`src/rtl/gpio_host_pkg.sv`:
```
// gpio_host_pkg: gpioemu register addresses, busy status code and state encodings shared by the host sequencer
package gpio_host_pkg;
  localparam logic [15:0] ADDR_A1     = 16'h037F;
  localparam logic [15:0] ADDR_A2     = 16'h0388;
  localparam logic [15:0] ADDR_CTRL   = 16'h03A0;
  localparam logic [15:0] ADDR_RESULT = 16'h0390;
  localparam logic [15:0] ADDR_COUNT  = 16'h0398;
  localparam logic [1:0]  STATUS_BUSY = 2'b11;
  typedef enum logic [3:0] {
    S_IDLE, S_WR_A1, S_WR_A2, S_WR_GO, S_POLL, S_GAP, S_RD_W0, S_RD_W1, S_RD_CNT, S_DONE
  } host_state_t;
  typedef enum logic [1:0] {B_IDLE, B_SETUP, B_STROBE, B_HOLD} bus_state_t;
endpackage

```
`src/rtl/gpio_bus_cycle.sv`:
```
// gpio_bus_cycle: one SETUP/STROBE/HOLD slave access; in: clk, n_reset, start, is_read, addr, wdata, sdata_rd; out: busy, done (HOLD cycle), rdata, saddress, srd, swr, sdata_wr
module gpio_bus_cycle
  import gpio_host_pkg::*;
#(
  parameter int STROBE_CYC = 2
) (
  input  logic        clk,
  input  logic        n_reset,
  input  logic        start,
  input  logic        is_read,
  input  logic [15:0] addr,
  input  logic [31:0] wdata,
  output logic        busy,
  output logic        done,
  output logic [31:0] rdata,
  output logic [15:0] saddress,
  output logic        srd,
  output logic        swr,
  output logic [31:0] sdata_wr,
  input  logic [31:0] sdata_rd
);
  bus_state_t st, st_d;
  logic [7:0] cnt;
  logic rd_q, go;
  always_comb begin
    go = start & (st == B_IDLE | st == B_HOLD);
    st_d = go ? B_SETUP :
           st == B_SETUP ? B_STROBE :
           st == B_STROBE ? (cnt == 8'(STROBE_CYC - 1) ? B_HOLD : B_STROBE) : B_IDLE;
  end
  always_ff @(posedge clk) begin
    if (!n_reset) begin
      st       <= B_IDLE;
      cnt      <= '0;
      rd_q     <= 1'b0;
      saddress <= '0;
      sdata_wr <= '0;
    end else begin
      st  <= st_d;
      cnt <= st == B_STROBE ? cnt + 8'd1 : 8'd0;
      if (go) begin
        rd_q     <= is_read;
        saddress <= addr;
        sdata_wr <= wdata;
      end
    end
  end
  assign srd   = st == B_STROBE & rd_q;
  assign swr   = st == B_STROBE & ~rd_q;
  assign busy  = st != B_IDLE;
  assign done  = st == B_HOLD;
  assign rdata = sdata_rd;
endmodule

```
`src/rtl/gpio_host_seq.sv`:
```
// gpio_host_seq: runs write A1/A2, go, status poll, result/count reads on gpioemu per command; in: clk, n_reset, cmd_valid/a1/a2, sdata_rd; out: cmd_ready, saddress/srd/swr/sdata_wr, res_valid/w/ones/timeout
module gpio_host_seq
  import gpio_host_pkg::*;
#(
  parameter int STROBE_CYC = 2,
  parameter int POLL_GAP   = 4,
  parameter int MAX_POLLS  = 255
) (
  input  logic        clk,
  input  logic        n_reset,
  input  logic        cmd_valid,
  output logic        cmd_ready,
  input  logic [23:0] cmd_a1,
  input  logic [23:0] cmd_a2,
  output logic [15:0] saddress,
  output logic        srd,
  output logic        swr,
  output logic [31:0] sdata_wr,
  input  logic [31:0] sdata_rd,
  output logic        res_valid,
  output logic [31:0] res_w,
  output logic [23:0] res_ones,
  output logic        res_timeout
);
  host_state_t state, state_d;
  logic start, is_read, eng_busy, done;
  logic [15:0] addr;
  logic [31:0] wdata, rdata, w_q;
  logic [23:0] a2_q;
  logic [7:0] poll_cnt, gap_cnt;
  logic st_busy, tmo_hit, poll_again, gap_last;
  gpio_bus_cycle #(.STROBE_CYC(STROBE_CYC)) u_bus (
    .clk      (clk),
    .n_reset  (n_reset),
    .start    (start),
    .is_read  (is_read),
    .addr     (addr),
    .wdata    (wdata),
    .busy     (eng_busy),
    .done     (done),
    .rdata    (rdata),
    .saddress (saddress),
    .srd      (srd),
    .swr      (swr),
    .sdata_wr (sdata_wr),
    .sdata_rd (sdata_rd)
  );
  assign cmd_ready  = state == S_IDLE & ~eng_busy;
  assign res_valid  = state == S_DONE;
  assign st_busy    = rdata[1:0] == STATUS_BUSY;
  assign tmo_hit    = {1'b0, poll_cnt} + 9'd1 >= 9'(MAX_POLLS);
  assign poll_again = st_busy & ~tmo_hit;
  assign gap_last   = gap_cnt == 8'(POLL_GAP - 1);
  // Each access is launched on the HOLD cycle of the previous one so accesses run back to back.
  always_comb begin
    state_d = state;
    start   = 1'b0;
    is_read = 1'b0;
    addr    = '0;
    wdata   = '0;
    case (state)
      S_IDLE: if (cmd_valid && cmd_ready) begin
        state_d = S_WR_A1;
        start   = 1'b1;
        addr    = ADDR_A1;
        wdata   = {8'h0, cmd_a1};
      end
      S_WR_A1: if (done) begin
        state_d = S_WR_A2;
        start   = 1'b1;
        addr    = ADDR_A2;
        wdata   = {8'h0, a2_q};
      end
      S_WR_A2: if (done) begin
        state_d = S_WR_GO;
        start   = 1'b1;
        addr    = ADDR_CTRL;
      end
      S_WR_GO: if (done) begin
        state_d = S_POLL;
        start   = 1'b1;
        is_read = 1'b1;
        addr    = ADDR_CTRL;
      end
      S_POLL: if (done) begin
        state_d = poll_again ? (POLL_GAP == 0 ? S_POLL : S_GAP) : S_RD_W0;
        start   = ~poll_again | (POLL_GAP == 0);
        is_read = 1'b1;
        addr    = poll_again ? ADDR_CTRL : ADDR_RESULT;
      end
      S_GAP: if (gap_last) begin
        state_d = S_POLL;
        start   = 1'b1;
        is_read = 1'b1;
        addr    = ADDR_CTRL;
      end
      S_RD_W0: if (done) begin
        state_d = S_RD_W1;
        start   = 1'b1;
        is_read = 1'b1;
        addr    = ADDR_RESULT;
      end
      S_RD_W1: if (done) begin
        state_d = S_RD_CNT;
        start   = 1'b1;
        is_read = 1'b1;
        addr    = ADDR_COUNT;
      end
      S_RD_CNT: if (done) state_d = S_DONE;
      S_DONE: state_d = S_IDLE;
      default: state_d = S_IDLE;
    endcase
  end
  // W is staged so the visible result registers only change when the command completes.
  always_ff @(posedge clk) begin
    if (!n_reset) begin
      state       <= S_IDLE;
      a2_q        <= '0;
      poll_cnt    <= '0;
      gap_cnt     <= '0;
      w_q         <= '0;
      res_w       <= '0;
      res_ones    <= '0;
      res_timeout <= 1'b0;
    end else begin
      state   <= state_d;
      gap_cnt <= state == S_GAP ? gap_cnt + 8'd1 : 8'd0;
      if (state == S_IDLE && cmd_valid && cmd_ready) begin
        a2_q        <= cmd_a2;
        poll_cnt    <= '0;
        res_timeout <= 1'b0;
      end
      if (state == S_POLL && done && st_busy) begin
        poll_cnt <= poll_cnt + 8'd1;
        if (tmo_hit) res_timeout <= 1'b1;
      end
      if (state == S_RD_W1 && done) w_q <= rdata;
      if (state == S_RD_CNT && done) begin
        res_w    <= w_q;
        res_ones <= rdata[23:0];
      end
    end
  end
endmodule

```
`config.mk`:
```
export PLATFORM = sky130hd
export DESIGN_NAME = gpio_host_seq
export DESIGN_NICKNAME = d
export VERILOG_FILES = /design/src/rtl/gpio_host_pkg.sv /design/src/rtl/gpio_bus_cycle.sv /design/src/rtl/gpio_host_seq.sv
export SDC_FILE = /design/constraint.sdc
export NUM_CORES = 1
export LEC_CHECK = 0
export ABC_CLOCK_PERIOD_IN_PS = 2200
export CAP_MARGIN = 20
export CORE_ASPECT_RATIO = 0.5
export CORE_MARGIN = 5
export CORE_UTILIZATION = 30
export CTS_BUF_LIST = sky130_fd_sc_hd__clkbuf_16
export CTS_CLUSTER_SIZE = 16
export DETAILED_ROUTE_END_ITERATION = 8
export PLACE_DENSITY = 0.52
export SLEW_MARGIN = 25
export SYNTH_ARGS = -nofsm -noshare
export SYNTH_HDL_FRONTEND = slang
export SYNTH_SLANG_ARGS = --single-unit
export TNS_END_PERCENT = 5
```
`constraint.sdc`:
```
create_clock -name clk -period 2.2 [get_ports clk]
set_input_delay 0.22 -clock clk [delete_from_list [all_inputs] [get_ports clk]]
set_output_delay 0.22 -clock clk [all_outputs]
set_load 0.05 [all_outputs]
```
==> results_dict.tcl, run 1 <==
set metrics [dict create \
    status "completed" \
    grt_pass1_vias 6308 \
    synth_enable_flop_cells 0 \
    synth_seq_cells 174 \
    grt_pass1_wl_um 33910 \
    diodes 0 \
    irDropWorstVdd_mv 0.5098 \
    port_buffers 177 \
    fin_hold_ws_ns 0.1463 \
    synth.distinct_cells 54 \
    synth_cells 868 \
    totalWireLength_um 21220 \
    path_clk_slew_ns 0.07 \
    syn_avg_cell_area_um2 8.349 \
    worst_r2r_path_depth 9 \
    core_mm2 0.02387 \
    start_kind "flip-flop" \
    place.gp.congestion 0.8069 \
    start_util_pct 30.36 \
    ys.flop_type "dfxtp_1" \
    clk_latency_ns 0.43 \
    skew_ns 0.01054 \
    root_buffer "clkbuf_16" \
    synth_area_leaders "dfxtp_1 48%, nand2_1 14%, a21boi_0 7.9%, a21oi_1 2.7%, buf_4 2.6%" \
    ant_nets 0 \
    timing.rr.end "u_bus.saddress[3]" \
    ys_warn_count 0 \
    row_count 40 \
    power.density_mw_per_mm2 952.4 \
    slew_headroom_pct 41.47 \
    avgViaCountPerCell 4.674 \
    nNetsFinal 1140 \
    drive_gt1_share_pct 8.860 \
    avgRoutedWirePerCell_um 15.42 \
    crit_type "reg -> reg" \
    die_area_mm2 0.02755 \
    synth_top_area_share_pct 48.07 \
    crit_required_ns 2.53 \
    placed_area_mm2 0.009470 \
    cts_buffers 17 \
    path_max_fanout 9 \
    critPathMaxStageDelay_ns 0.31 \
    setup_viol 0 \
    vias 6432 \
    post-dp-hpwl_um 14820 \
    cp_slowest_cell "dfxtp_1" \
    yosysMostFrequentCell "nand2_1" \
    drc_errors 0 \
    tns_ns 0 \
    design_area_mm2 0.01006 \
    critPathArrivalTime_ns 2.43 \
    grt_use_total_pct 15.18 \
    clockBufferDepth 2 \
    path_cells "ha_1, nor3b_1, and4_1, a221o_1, a31oi_4, a21oi_4, buf_12, buf_4, o221a_1" \
    grt-ovfl-total 0 \
    slew_violations 0 \
    cts_tree "done" \
    htreeDepth 4 \
    fillers 2380 \
    die_x_um 229.8 \
    grt_antenna_before_repair 0 \
    hold_viol 0 \
    firstDrtPassIters 4 \
    end_kind "flip-flop" \
    clock_sinks 174 \
    cap_violations 0 \
    hold_class "in -> reg" \
    max_freq_ghz 0.4757 \
    hold_buffers 0 \
    die_y_um 119.9 \
    finalCritPeriodShare_pct 95.56 \
    period_needed_ns 2.102 \
    timing.rr.start "gap_cnt[0]" \
    worst_pin_slew_ns 0.8726 \
    r2r_slack_ns 0.1 \
    leakage_nw 3.519 \
    area_delta_synth_final_pct 38.79 \
    synthArstFlopShare_pct 0 \
    syn_area_mm2 0.007247 \
    grt_max_degree 57 \
    synth_common_cells "264 x nand2_1, 174 x dfxtp_1, 76 x a21boi_0" \
    boundaryPins 192 \
    synth_area_leader_cell "dfxtp_1" \
    hold_depth 2 \
    drt_iter0_drc 339 \
    yosysSeqAreaShare_pct 48.07 \
    worstHoldStart "n_reset" \
    hold_end "poll_cnt[0]" \
]
## layout by cell type (no fill, tap or decap), drive strengths merged, types with 5 or more instances in the layout
cell type	n
xor2	8
nor2	33
clkinv	9
nand4	5
nand3	18
o21ai	9
o22ai	24
conb	14
a31oi	5
a22oi	24
a21oi	40
inv	10
and2	7
nor2b	9
xnor2	5
and3	7
clkbuf	17
ha	9
a21boi	87
nand2	265
o21a	7
clkdlybuf4s50	172
dfxtp	174
buf	55
## power breakdown
group	internal (mW)	leakage [nW]	switching, mW
registers	3.45	1.41	0.200
logic	1.15	1.82	1.89
clock network	1.65	0.288	1.24
total	6.25	3.52	3.33
## worst max path at each step
| stage | startpoint | end | slack, ns | depth (start not counted) |
|---|---|---|---|---|
| 2_1_floorplan | gap_cnt[0] | u_bus.saddress[3] | 0.23 | 8 |
| 3_3_place_gp | poll_cnt[0] | u_bus.sdata_wr[6] | -0.05 | 7 |
| 3_5_place_dp | poll_cnt[1] | u_bus.sdata_wr[9] | -0.16 | 9 |
| 4_1_cts | poll_cnt[1] | u_bus.sdata_wr[9] | 0.02 | 9 |
| 5_1_grt | poll_cnt[1] | u_bus.sdata_wr[14] | -0.005 | 10 |
| 6_report | gap_cnt[0] | u_bus.saddress[3] | 0.1 | 9 |
## layer usage
layer,GRT usage (%),share of wire (%),vias up
li1,-,-,3245
met1,19.01,45,3050
met4,3.469,1.1,0
met3,4.090,4.4,19
met5,0,0,-
met2,26.32,49,118
## metrics by stage
stage	utilization, %	worst slack [ns]	power [mW]	instances
2_1_floorplan	-	0.2258	5.614	881
3_3_place_gp	39.67	-0.04923	6.687	1342
3_5_place_dp	39.67	-0.1606	6.694	1342
4_1_cts	42.02	0.01687	9.649	1374
5_1_grt	42.13	-0.005159	10.07	1376
6_report	42.13	0.09770	9.580	1376
## registers in the layout (all words and copies together), names as in the netlist
signal and flops:
gap_cnt 8, a2_q 24, u_bus.cnt 8, poll_cnt 8, u_bus.sdata_wr 24, res_timeout 1
u_bus.rd_q 1, res_w 32, state 4, w_q 32, u_bus.st 2, res_ones 24
u_bus.saddress 6
## area by class of cell
class / instances / area (um2) / share of cell area (%)
Multi-Input combinational cell: 619 / 3385 / 33.65
Sequential cell: 174 / 3483 / 34.63
Tap cell: 315 / 394.1 / 3.918
Timing Repair Buffer: 229 / 2215 / 22.02
Inverter: 7 / 26.28 / 0.2612
Clock buffer: 17 / 425.4 / 4.229
Clock inverter: 15 / 130.1 / 1.294
## logic make-up after synthesis
family,count (synthesis),share of synthesized area [%]
AOI/OAI and AO/OA,211,20.44
other,1,0.05175
muxes,3,0.4144
DFF,174,48.07
adders and majority gates,9,1.554
and+or+nand+nor,369,21.74
xor gates and xnor gates,13,1.571
buffers and inverters,88,6.164
## critical path, delay by kind of cell, from the launching register on
family,cells,cell delay (ns)
DFF,1,0.31
adders and majority gates,1,0.21
AOI/OAI and AO/OA,4,0.82
buffers and inverters,2,0.29
and+or+nand+nor,2,0.38
## what timing repair did
action | in CTS | in global routing
pin swaps | 0 | 1
gates resized for setup | 3 | 0
setup buffers | 0 | 2
setup endpoints to repair | 27 | 24
(Power assumes the default switching activity.)
==> run 2: changes to the inputs <==
- ABC_CLOCK_PERIOD_IN_PS: 2200 -> default
- MAX_ROUTING_LAYER: default -> met4
- RECOVER_POWER: default -> 25
==> results_dict.tcl, run 2 (same netlist as run 1, synthesis figures left out) <==
set metrics [dict create \
    finalCritPeriodShare_pct 95.29 \
    worst_r2r_path_depth 9 \
    worst_pin_slew_ns 0.9048 \
    area_delta_synth_final_pct 38.52 \
    slew_headroom_pct 39.31 \
    fin_hold_ws_ns 0.1466 \
    gr-usage-met3_pct 4.043 \
    boundaryPins 192 \
    grt_pass1_wl_um 33930 \
    status "completed" \
    vias 6419 \
    grt_use_total_pct 15.62 \
    hold_viol 0 \
    firstDrtPassIters 4 \
    nNetsFinal 1140 \
    final_cells 1376 \
    grt_pass1_vias 6297 \
    port_buffers 177 \
    hold_depth 2 \
    hold_class "in -> reg" \
    core_mm2 0.02387 \
    path_cells "ha_1, nor3b_1, and4_1, a221o_1, a31oi_4, a21oi_4, buf_12, buf_4, o221a_1" \
    met2_usage_pct 26.21 \
    die_area_mm2 0.02755 \
    max_freq_ghz 0.4770 \
    die_x_um 229.8 \
    ant_nets 0 \
    clk_latency_ns 0.43 \
    grt_antenna_before_repair 0 \
    clockBufferDepth 2 \
    cp_slowest_cell "dfxtp_1" \
    placed_area_mm2 0.009470 \
    skew_ns 0.009647 \
    cts_tree "done" \
    post-dp-hpwl_um 14820 \
    top_regs "res_w x32, w_q x32" \
    cts_buffers 17 \
    diodes 0 \
    clock_sinks 174 \
    slew_violations 0 \
    irDropWorstVdd_mv 0.5086 \
    final_common_cell "nand2_1" \
    mostFrequentLayoutCells "263 x nand2_1, 174 x dfxtp_1, 138 x clkdlybuf4s50_1" \
    crit_required_ns 2.53 \
    avgRoutedWirePerCell_um 15.40 \
    path_clk_slew_ns 0.07 \
    p_total_mw 9.556 \
    row_count 40 \
    place.gp.congestion 0.8187 \
    period_needed_ns 2.096 \
    root_buffer "clkbuf_16" \
    setup_viol 0 \
    die_y_um 119.9 \
    critPathArrivalTime_ns 2.43 \
    place_inst 1342 \
    grt-ovfl-total 0 \
    path_max_fanout 9 \
    drt_iter0_drc 362 \
    power.density_mw_per_mm2 952.0 \
    htreeDepth 4 \
    grtUsageMet1_pct 19.16 \
    end_kind "flip-flop" \
    cap_violations 0 \
    avgViaCountPerCell 4.665 \
    grt_busiest_layer "met2" \
    critPathMaxStageDelay_ns 0.31 \
    fillers 2385 \
    start_util_pct 30.36 \
    drive_gt1_share_pct 8.671 \
    design_area_mm2 0.01004 \
    start_kind "flip-flop" \
    drc_errors 0 \
    grt_max_degree 57 \
    final_util_pct 42.05 \
    crit_type "reg -> reg" \
    totalWireLength_um 21190 \
    leakage_nw 3.629 \
]
==> run 2: cell types whose count changed in the layout (fill, tap and decap cells not counted) <==
cell	previous run	this run
and2_0	0	1
and4_2	1	0
dlygate4sd3_1	0	34
clkbuf_1	0	1
clkdlybuf4s50_1	172	138
buf_4	50	48
buf_12	5	4
and2_1	6	5
clkbuf_4	0	1
and4_1	2	3
clkbuf_2	0	1
==> run 2: layer usage <==
metal,routed length [um],vias up
met4,227,0
met3,912,19
met2,10550,116
met5,0,-
li1,-,3251
met1,9501,3033
==> run 2: cell type report <==
cell class                      count  area (um2)  share of cell area [%]
Timing Repair Buffer              229        2196                   21.87
Clock inverter                     15       130.1                   1.296
Inverter                            7       26.28                  0.2617
Multi-Input combinational cell    619        3383                   33.70
Sequential cell                   174        3483                   34.70
Clock buffer                       17       425.4                   4.238
Tap cell                          315       394.1                   3.926
==> run 2: where the power goes <==
part | internal (mW) | leakage, nW | switching (mW)
sequential | 3.45 | 1.41 | 0.198
clock | 1.65 | 0.288 | 1.25
combinational | 1.13 | 1.93 | 1.89
total | 6.22 | 3.63 | 3.33
==> run 2: worst paths after layout <==
| kind | startpoint | end | slack (ns) |
|---|---|---|---|
| worst max-delay path | gap_cnt[0] | u_bus.saddress[3] | 0.10 |
| worst min-delay path | n_reset | poll_cnt[0] | 0.15 |
| worst max register to register | gap_cnt[0] | u_bus.saddress[3] | 0.10 |
| worst min register to register | res_ones[12] | res_ones[12] | 0.45 |
==> run 2: what timing repair did <==
| action | CTS | global route |
|---|---|---|
| hold endpoints to repair | 0 | 0 |
| hold buffers | 0 | 0 |
| buffers inserted | 0 | 2 |
| resized for setup | 3 | 0 |
| pin swaps | 0 | 1 |
| endpoints found under the setup margin | 27 | 24 |
==> run 2: through the flow <==
stage,worst slack (ns),TNS [ns]
2_1_floorplan,0.2258,0
3_3_place_gp,-0.04923,-0.8523
3_5_place_dp,-0.1606,-3.157
4_1_cts,0.01687,0
5_1_grt,-0.005163,-0.005163
6_report,0.1035,0
==> run 2: critical path, delay by kind of cell, from the launching register on <==
family	cells	cell delay [ns]
compound gates	4	0.81
fa+ha+maj	1	0.21
buf+inv	2	0.29
flops	1	0.31
simple gates	2	0.38
==> run 3: changes to the inputs <==
- CAP_MARGIN: 20 -> default
==> results of run 3 <==
Final layout, timing and power as in run 2 (identical DEF).
